**config.mk**
```make
export PLATFORM = sky130hd
export DESIGN_NAME = reel_sequencer
export DESIGN_NICKNAME = d
export VERILOG_FILES = /design/src/rtl/slot_pkg.sv /design/src/rtl/reel_counter.sv /design/src/rtl/reel_sequencer.sv
export SDC_FILE = /design/constraint.sdc
export NUM_CORES = 1
export LEC_CHECK = 0
export ABC_AREA = 1
export BUFFER_PORTS_ARGS = -buffer_cell sky130_fd_sc_hd__buf_2
export CAP_MARGIN = 20
export CORE_ASPECT_RATIO = 0.75
export CORE_MARGIN = 2
export CORE_UTILIZATION = 29
export CTS_CLUSTER_DIAMETER = 50
export DETAILED_ROUTE_END_ITERATION = 12
export HOLD_SLACK_MARGIN = 0.05
export PLACE_DENSITY = 0.51
export SLEW_MARGIN = 20
export SYNTH_ARGS = -nofsm -noshare
export SYNTH_HDL_FRONTEND = slang
export SYNTH_SLANG_ARGS = --single-unit
```
**constraint.sdc**
```tcl
create_clock -name clk -period 1.7 [get_ports clk]
set_clock_uncertainty 0.1 [all_clocks]
set_input_delay 0.17 -clock clk [delete_from_list [all_inputs] [get_ports clk]]
set_output_delay 0.17 -clock clk [all_outputs]
set_load 0.03 [all_outputs]
```
**src/rtl/slot_pkg.sv**
```systemverilog
// Shared constants, state encoding and reel arithmetic for the slot machine game flow.
package slot_pkg;

    // Symbol width and default game parameters
    localparam int unsigned SYM_W           = 4;
    localparam int unsigned NUM_SYMBOLS_DEF = 10;
    localparam int unsigned STRIDE1_DEF     = 1;
    localparam int unsigned STRIDE2_DEF     = 3;
    localparam int unsigned STRIDE3_DEF     = 7;
    localparam int unsigned STRIDE4_DEF     = 9;
    localparam int unsigned AUTO_TICKS_DEF  = 8;

    // Game-flow states
    typedef enum logic [2:0] {
        StIdle  = 3'd0,
        StSpin  = 3'd1,
        StScore = 3'd2,
        StCheck = 3'd3,
        StBroke = 3'd4
    } state_t;

    // One modular step: n + s wrapped into 0..nsym-1. Both operands are below nsym,
    // so a single conditional subtract on a one-bit-wider sum is enough.
    function automatic logic [SYM_W-1:0] reel_step(input logic [SYM_W-1:0] n,
                                                   input logic [SYM_W-1:0] s,
                                                   input int unsigned nsym);
        logic [SYM_W:0] sum;
        logic [SYM_W:0] lim;
        lim = (SYM_W + 1)'(nsym);
        sum = {1'b0, n} + {1'b0, s};
        if (sum >= lim) begin
            sum = sum - lim;
        end
        return sum[SYM_W-1:0];
    endfunction

endpackage

```
**src/rtl/reel_counter.sv**
```systemverilog
// Single reel symbol counter: advances by a fixed stride modulo NUM_SYMBOLS when enabled.
module reel_counter
    import slot_pkg::*;
#(
    parameter int unsigned NUM_SYMBOLS = NUM_SYMBOLS_DEF
) (
    input  logic             clk,
    input  logic             btnR,
    input  logic             en,
    input  logic [SYM_W-1:0] stride,
    output logic [SYM_W-1:0] num
);

    logic [SYM_W-1:0] num_d;

    // Next symbol value when the reel is allowed to move
    always_comb begin
        num_d = reel_step(num, stride, NUM_SYMBOLS);
    end

    // Symbol register, cleared by the restart button
    always_ff @(posedge clk or posedge btnR) begin
        if (btnR) begin
            num <= '0;
        end else if (en) begin
            num <= num_d;
        end
    end

endmodule

```
**src/rtl/reel_sequencer.sv**
```systemverilog
// Game-flow controller for the four-reel slot machine: starts a spin, stops reels in order
// on button press or auto-timeout, pulses to_score and checks is_broke to end the game.
module reel_sequencer
    import slot_pkg::*;
#(
    parameter int unsigned NUM_SYMBOLS = NUM_SYMBOLS_DEF,
    parameter int unsigned STRIDE1     = STRIDE1_DEF,
    parameter int unsigned STRIDE2     = STRIDE2_DEF,
    parameter int unsigned STRIDE3     = STRIDE3_DEF,
    parameter int unsigned STRIDE4     = STRIDE4_DEF,
    parameter int unsigned AUTO_TICKS  = AUTO_TICKS_DEF
) (
    input  logic             clk,
    input  logic             btnR,
    input  logic             step_tick,
    input  logic             btn_spin,
    input  logic             sw_auto,
    input  logic             is_broke,
    output logic [SYM_W-1:0] num1,
    output logic [SYM_W-1:0] num2,
    output logic [SYM_W-1:0] num3,
    output logic [SYM_W-1:0] num4,
    output logic             stop1,
    output logic             stop2,
    output logic             stop3,
    output logic             stop4,
    output logic             to_score,
    output logic             busy,
    output logic             game_over
);

    localparam int unsigned CNT_W = (AUTO_TICKS > 1) ? $clog2(AUTO_TICKS) : 1;
    localparam logic [CNT_W-1:0] CNT_LAST = CNT_W'(AUTO_TICKS - 1);
    localparam logic [3:0][SYM_W-1:0] STRIDES = {SYM_W'(STRIDE4), SYM_W'(STRIDE3),
                                                 SYM_W'(STRIDE2), SYM_W'(STRIDE1)};

    state_t state_q, state_d;

    logic             btn_q;
    logic             press;
    logic             in_spin;
    logic             auto_hit;
    logic             stop_evt;
    logic [3:0]       stop_q, stop_d;
    logic [3:0]       stopping;
    logic [3:0]       reel_en;
    logic [1:0]       next_reel_q, next_reel_d;
    logic [CNT_W-1:0] cnt_q, cnt_d;
    logic [3:0][SYM_W-1:0] reel_num;

    logic busy_q, busy_d;
    logic to_score_q, to_score_d;
    logic game_over_q, game_over_d;

    // Press detection and stop-event decode; a stopping reel is held out of this tick
    always_comb begin
        press    = btn_spin & ~btn_q;
        in_spin  = (state_q == StSpin);
        auto_hit = sw_auto & step_tick & (cnt_q == CNT_LAST);
        // Press and timeout in the same cycle collapse into a single stop event
        stop_evt = in_spin & (press | auto_hit);
        stopping = stop_evt ? (4'b0001 << next_reel_q) : 4'b0000;
        reel_en  = {4{in_spin & step_tick}} & ~stop_q & ~stopping;
    end

    for (genvar k = 0; k < 4; k++) begin : g_reel
        reel_counter #(
            .NUM_SYMBOLS(NUM_SYMBOLS)
        ) u_reel (
            .clk   (clk),
            .btnR  (btnR),
            .en    (reel_en[k]),
            .stride(STRIDES[k]),
            .num   (reel_num[k])
        );
    end

    // Next values for stop flags, reel pointer and auto-stop tick counter
    always_comb begin
        stop_d      = stop_q;
        next_reel_d = next_reel_q;
        cnt_d       = cnt_q;
        if ((state_q == StIdle) && press) begin
            stop_d      = 4'b0000;
            next_reel_d = 2'd0;
            cnt_d       = '0;
        end else if (in_spin) begin
            if (stop_evt) begin
                stop_d      = stop_q | stopping;
                next_reel_d = next_reel_q + 2'd1;
                cnt_d       = '0;
            end else if (step_tick) begin
                cnt_d = cnt_q + CNT_W'(1);
            end
        end
    end

    // Datapath registers
    always_ff @(posedge clk or posedge btnR) begin
        if (btnR) begin
            btn_q       <= 1'b0;
            stop_q      <= 4'b1111;
            next_reel_q <= 2'd0;
            cnt_q       <= '0;
        end else begin
            btn_q       <= btn_spin;
            stop_q      <= stop_d;
            next_reel_q <= next_reel_d;
            cnt_q       <= cnt_d;
        end
    end

    // FSM state register
    always_ff @(posedge clk or posedge btnR) begin
        if (btnR) begin
            state_q <= StIdle;
        end else begin
            state_q <= state_d;
        end
    end

    // FSM next-state logic; presses outside IDLE/SPIN are simply dropped
    always_comb begin
        state_d = state_q;
        unique case (state_q)
            StIdle:  if (press) state_d = StSpin;
            StSpin:  if (stop_evt && (next_reel_q == 2'd3)) state_d = StScore;
            StScore: state_d = StCheck;
            StCheck: state_d = is_broke ? StBroke : StIdle;
            StBroke: state_d = StBroke;
            default: state_d = StIdle;
        endcase
    end

    // FSM output decode from the upcoming state, so registered outputs track the state
    always_comb begin
        busy_d      = (state_d == StSpin) || (state_d == StScore) || (state_d == StCheck);
        to_score_d  = (state_d == StScore);
        game_over_d = (state_d == StBroke);
    end

    // FSM output registers
    always_ff @(posedge clk or posedge btnR) begin
        if (btnR) begin
            busy_q      <= 1'b0;
            to_score_q  <= 1'b0;
            game_over_q <= 1'b0;
        end else begin
            busy_q      <= busy_d;
            to_score_q  <= to_score_d;
            game_over_q <= game_over_d;
        end
    end

    assign num1      = reel_num[0];
    assign num2      = reel_num[1];
    assign num3      = reel_num[2];
    assign num4      = reel_num[3];
    assign stop1     = stop_q[0];
    assign stop2     = stop_q[1];
    assign stop3     = stop_q[2];
    assign stop4     = stop_q[3];
    assign busy      = busy_q;
    assign to_score  = to_score_q;
    assign game_over = game_over_q;

endmodule

```
After elaboration in Yosys (flattened, before gate mapping)
Cells that the tools add are included.
Storage, ports and cells
  input bits: 6
  logic and storage cells: 78
  flip-flop bits (word level): 32
  output and inout bits: 23
Cells by class
  equality and inequality tests: 10
  $lt $le $gt $ge: 4
  mux-type cells: 19
  reduce and logical (&&, ||, !) cells: 10
  $add $sub $neg: 10
  bitwise gates (word level): 12
  shift operators: 1
Operators with widths (number)
  $mux 4: 8
  $mux 3: 7
  $ge 5x4->1 const B: 4
  $sub 4x4->4 const B: 4
  $pmux 3 s5: 1
  $eq 3x2->1 const B: 4
  $eq 3x3->1 const B: 3
  $and 4x4->4: 2
  $not 4->4: 2
  $eq 3x1->1 const B: 2
  $mux 2: 3
  $add 4x1->5 const B: 1
  $add 4x2->5 const B: 1
  $add 4x3->5 const B: 1
  $add 4x4->5 const B: 1
  $and 1x1->1: 5
  $or 4x4->4: 1
  $reduce_and 2->1: 2
  $reduce_bool 2->1: 2
  $shl 1x2->4 const A: 1
  $add 3x1->3 const B: 1
  $logic_not 3->1: 1
  $reduce_bool 3->1: 1
  $add 2x1->2 const B: 1
  other kinds (5): 7

Longest topological paths before layout
  depth in word-level cells: 10
  gate-level depth with buffers: 12
  gate-level depth less buffers: 12

Hierarchy
A second synthesis with hierarchy kept.
Unflattened totals
  cell total of the unflattened synthesis: 313
  area, all modules: 2428.6 µm²
Modules (own cells, without submodules)
  reel_counter (g_reel[0].u_reel ...): sequential area each 100.1 µm², instances 3, cells an instance 55, area each 397.9 µm²
  reel_sequencer: sequential area each 405.4 µm², instances 1, cells an instance 94, area each 840.8 µm²
  reel_counter (g_reel[3].u_reel): sequential area each 100.1 µm², instances 1, cells an instance 54, area each 394.1 µm²

Worst setup path after synthesis
No wires, ideal clock.
  kind: reg-to-reg
  start point: reg g_reel[2].u_reel.num[0]
  end point: reg g_reel[2].u_reel.num[1]
  period minus slack after synthesis: 1879 ps
  stages on the path, launching flop included: 13
  path slack: -179 ps
  buffers on the path: 0
  library setup time: 117 ps
  arrival: 1661 ps
  required time: 1483 ps
  cells stage by stage: dfrtp_1 -> inv_1 -> ha_1 -> inv_1 -> nand2_1 -> and2_1 -> ha_1 -> nand2_1 -> nand2_1 -> nand2_1 -> nand2_1 -> nand3_1 -> nand2_1
On the way
  word-level cells in the longest chain between the ends: 3
  elaborated cells between the ends (all ways): 4
  classes of those cells: add/sub: 2; order compare: 1; mux: 1
Ends and longest elaborated chain
  start: declaration: line reel_counter.sv:11  | output logic [SYM_W-1:0] num
  start signal: assignment: line reel_counter.sv:26  | num <= num_d;
  $add 4x3->5 (*): line slot_pkg.sv:30  | sum = {1'b0, n} + {1'b0, s};
  $sub 4x4->4 or $ge 5x4->1 (tied branches): line slot_pkg.sv:32, slot_pkg.sv:31
  $mux 4 (*): line slot_pkg.sv:31  | if (sum >= lim) begin
Every way passes the cells marked *; elsewhere a longest branch is shown, timed or not.
A chain may end at the register's enable or synchronous reset.

Worst setup path in the final report
  start point: reg g_reel[0].u_reel.num[0]
  end point: reg g_reel[0].u_reel.num[1]
On the way
  word-level cells in the longest chain between the ends: 3
  elaborated cells between the ends (all ways): 4
  classes of those cells: add/sub: 2; order compare: 1; mux: 1
Ends and longest elaborated chain (line)
  start: declaration: reel_counter.sv:11
  start signal: assignment: reel_counter.sv:26
  $add 4x1->5 (*): slot_pkg.sv:30
  $sub 4x4->4 or $ge 5x4->1 (tied branches): slot_pkg.sv:32, slot_pkg.sv:31
  $mux 4 (*): slot_pkg.sv:31
Marks and branches as above.

==> results.sh <==
export IMPL_drv_slew=0
export IMPL_io_buffers=28
export IMPL_grtUsageMet3=0.0404
export IMPL_crit_required_ps=1770
export IMPL_core_area_sq_um=6770
export IMPL_max_freq_ghz=0.618
export IMPL_overflow=0
export IMPL_critPathMaxFanout=4
export IMPL_tightest_slew_ps=421
export IMPL_critPathLaunch="g_reel[0].u_reel.num[0]"
export IMPL_power_mw=5.39
export IMPL_cp_slowest_cell="dfrtp_2"
export IMPL_avgSynthCellArea_sq_um=7.80
export IMPL_antenna_found_initial=0
export IMPL_clkLatencyLatePin_ps=280
export IMPL_maxCapViolCount=0
export IMPL_p_per_area_nw_per_um2=2050
export IMPL_use_met1=0.168
export IMPL_via_per_inst=4.30
export IMPL_yosys_warnings=0
export IMPL_synth_area_sq_um=2000
export IMPL_synthToLayoutAreaGrowth_pct=31.2
export IMPL_place_gp_congestion=0.841
export IMPL_seqPwrFrac=0.261
export IMPL_drive_above_1_share=0.348
export IMPL_reg2reg_slack_ps=80
export IMPL_hp_start="is_broke"
export IMPL_arrival_ps=1690
export IMPL_internal_power_mw=2.80
export IMPL_dr_pass1_iters=4
export IMPL_fin_nets=333
export IMPL_core_rowCount=26
export IMPL_grt_pass1_wl_um=7130
export IMPL_syn_nets=281
export IMPL_diodes=0
export IMPL_wl_per_cell_um=11.1
export IMPL_path_class="flip-flop to flip-flop"
export IMPL_seq_area_frac_synth=0.402
export IMPL_cts_root_buf="clkbuf_8"
export IMPL_fin_cells=394
export IMPL_drtIter0Drc=64
export IMPL_switchingPower_mw=2.59
export IMPL_ff2ff_path_depth=8
export IMPL_via_count=1696
export IMPL_slew_headroom=0.719
export IMPL_busiest_layer="met1"
export IMPL_rr_startpoint="g_reel[0].u_reel.num[0]"
export IMPL_r2r_end="g_reel[0].u_reel.num[1]"
export IMPL_hold_slack_ps=90.4
export IMPL_die_area_sq_um=7600
export IMPL_grt_start_max_net_pins=33
export IMPL_drt_wl_total_um=4360
export IMPL_final_common_cell="nand2_1"
export IMPL_drcViolationCount=0
export IMPL_ios=29
export IMPL_finalCritPeriodShare=0.952
export IMPL_grt_total_usage=0.117
export IMPL_synth_cell_types=28
export IMPL_grtUsageMet2=0.165
export IMPL_cts_buffer_depth=2
export IMPL_synthCells=257
export IMPL_grt_pass1_vias=1570
export IMPL_ys_ff_latch=32
export IMPL_dpl_hpwl_um=3060
export IMPL_setup_ws_ps=81.8
export IMPL_dp_cells=381
export IMPL_cts_tree="yes"
export IMPL_cpPeakStageDelay_ps=430
export IMPL_layout_common_cells="65 x nand2_1, 39 x inv_1, 28 x buf_2"
export IMPL_peakVddDrop_mv=0.734
export IMPL_min_path_type="input port to flip-flop"
export IMPL_fp_dieW_um=100
export IMPL_whs_path_depth=3
export IMPL_hold_path_end="state_q[2]"
export IMPL_cts_buffers=5
export IMPL_cp_start_kind="flip-flop"
export IMPL_chipHeight_um=76
export IMPL_power_leakage_nw=1.44
export IMPL_setup_viol=0
export IMPL_status="finished clean"
export IMPL_cts_sinks=32
export IMPL_critPathCaptureType="flip-flop"
export IMPL_cp_cell_sequence="ha_1 -> ha_2 -> inv_1 -> nand3_2 -> nand3_2 -> nand2_1 -> nand3_1 -> nand2_1"
export IMPL_cts_clk_slew_worst_paths_ps=70
export IMPL_start_util=0.296
export IMPL_htreeDepth=2
export IMPL_place_ws_ps=33.3
export IMPL_clkPwrFrac=0.113
export IMPL_p_comb_frac=0.626
export IMPL_p_sw_frac=0.481
export IMPL_ant_nets=0
export IMPL_hold_viol=0
export IMPL_fin_crit_ps=1620
==> timing repair <==
item | CTS | global route
endpoints found under the setup margin | 0 | 16
hold endpoints to repair | 29 | 0
setup buffers | 0 | 3
hold buffers | 2 | 0
gates resized for setup | 0 | 31
==> worst max-delay path, delay by kind of cell, from the launching register on <==
family	cells	cell delay [ps]
buffers and inverters	1	60
DFF	1	430
adders and majority gates	2	540
and+or+nand+nor	5	380
==> cells by family (layout without fill, tap and decap cells) <==
logic type / count (synthesis) / after routing / share of synthesized area
AO/OA/AOI/OAI: 23 / 23 / 0.0649
buffers and inverters: 50 / 103 / 0.0968
adder cells (fa/ha/maj): 18 / 18 / 0.112
XOR/XNOR: 5 / 5 / 0.0219
flip-flops: 32 / 32 / 0.402
AND/OR/NAND/NOR: 129 / 129 / 0.302
==> metal layers <==
layer  part of all wire  up-vias
met5                  0        -
met4              0.011        0
met3              0.038        4
met2               0.43       23
met1               0.52      757
li1                   -      912
==> power groups by stage <==
| stage | logic (mW) | registers (mW) | clock network [mW] |
|---|---|---|---|
| 2_1_floorplan | 1.68 | 1.86 | 0 |
| 3_3_place_gp | 2.94 | 1.39 | 0 |
| 3_5_place_dp | 2.95 | 1.39 | 0 |
| 4_1_cts | 2.96 | 1.38 | 0.636 |
| 5_1_grt | 3.83 | 1.46 | 0.676 |
| 6_report | 3.37 | 1.41 | 0.608 |
==> cells in the mapped netlist (all sizes together) <==
cell    instances  area (sq um)
o21ai           8          43.8
a21oi          10          50.1
o21a            1          7.51
clkinv          1          5.00
ha             18           225
nand3          27           140
nand3b          1          7.51
xnor2           2          17.5
and2            1          6.26
inv            49           189
nor2           11          41.3
nand2          83           367
xor2            3          26.3
nand4           6          43.8
o22ai           1          6.26
dfstp           4           105
o211ai          1          7.51
a21boi          1          7.51
o31ai           1          7.51
dfrtp          28           701
==> final cells by class <==
type / instances / area [sq um]
clock buffers: 8 / 90.1
fillers: 705 / 4140
inverters: 50 / 196
multi-input cells: 175 / 1150
flip-flops and latches: 32 / 816
well taps: 84 / 105
repair buffers: 45 / 273
==> through the flow <==
stage / area, sq um / TNS [ps] / util
2_1_floorplan: 2040 / 0 / -
3_3_place_gp: 2380 / 0 / 0.352
3_5_place_dp: 2380 / 0 / 0.352
4_1_cts: 2490 / 0 / 0.368
5_1_grt: 2630 / -76.5 / 0.389
6_report: 2630 / 0 / 0.389
==> worst max-delay path by stage <==
| stage | endpoint | cells past startpoint |
|---|---|---|
| after global placement | g_reel[2].u_reel.num[1] | 11 |
| after CTS | g_reel[2].u_reel.num[2] | 11 |
| final | g_reel[0].u_reel.num[1] | 8 |
| after global routing | g_reel[0].u_reel.num[2] | 10 |
| after floorplan | g_reel[1].u_reel.num[1] | 12 |
| after detailed placement | g_reel[2].u_reel.num[1] | 11 |
==> sequential cells by signal, indices dropped and copies added (netlist names) <==
| signal | cells |
|---|---|
| busy | 1 |
| cnt_q | 3 |
| next_reel_q | 2 |
| to_score | 1 |
| g_reel.u_reel.num | 16 |
| stop_q | 4 |
| btn_q | 1 |
| state_q | 3 |
| game_over | 1 |
Power figures use the tool's default switching activity.
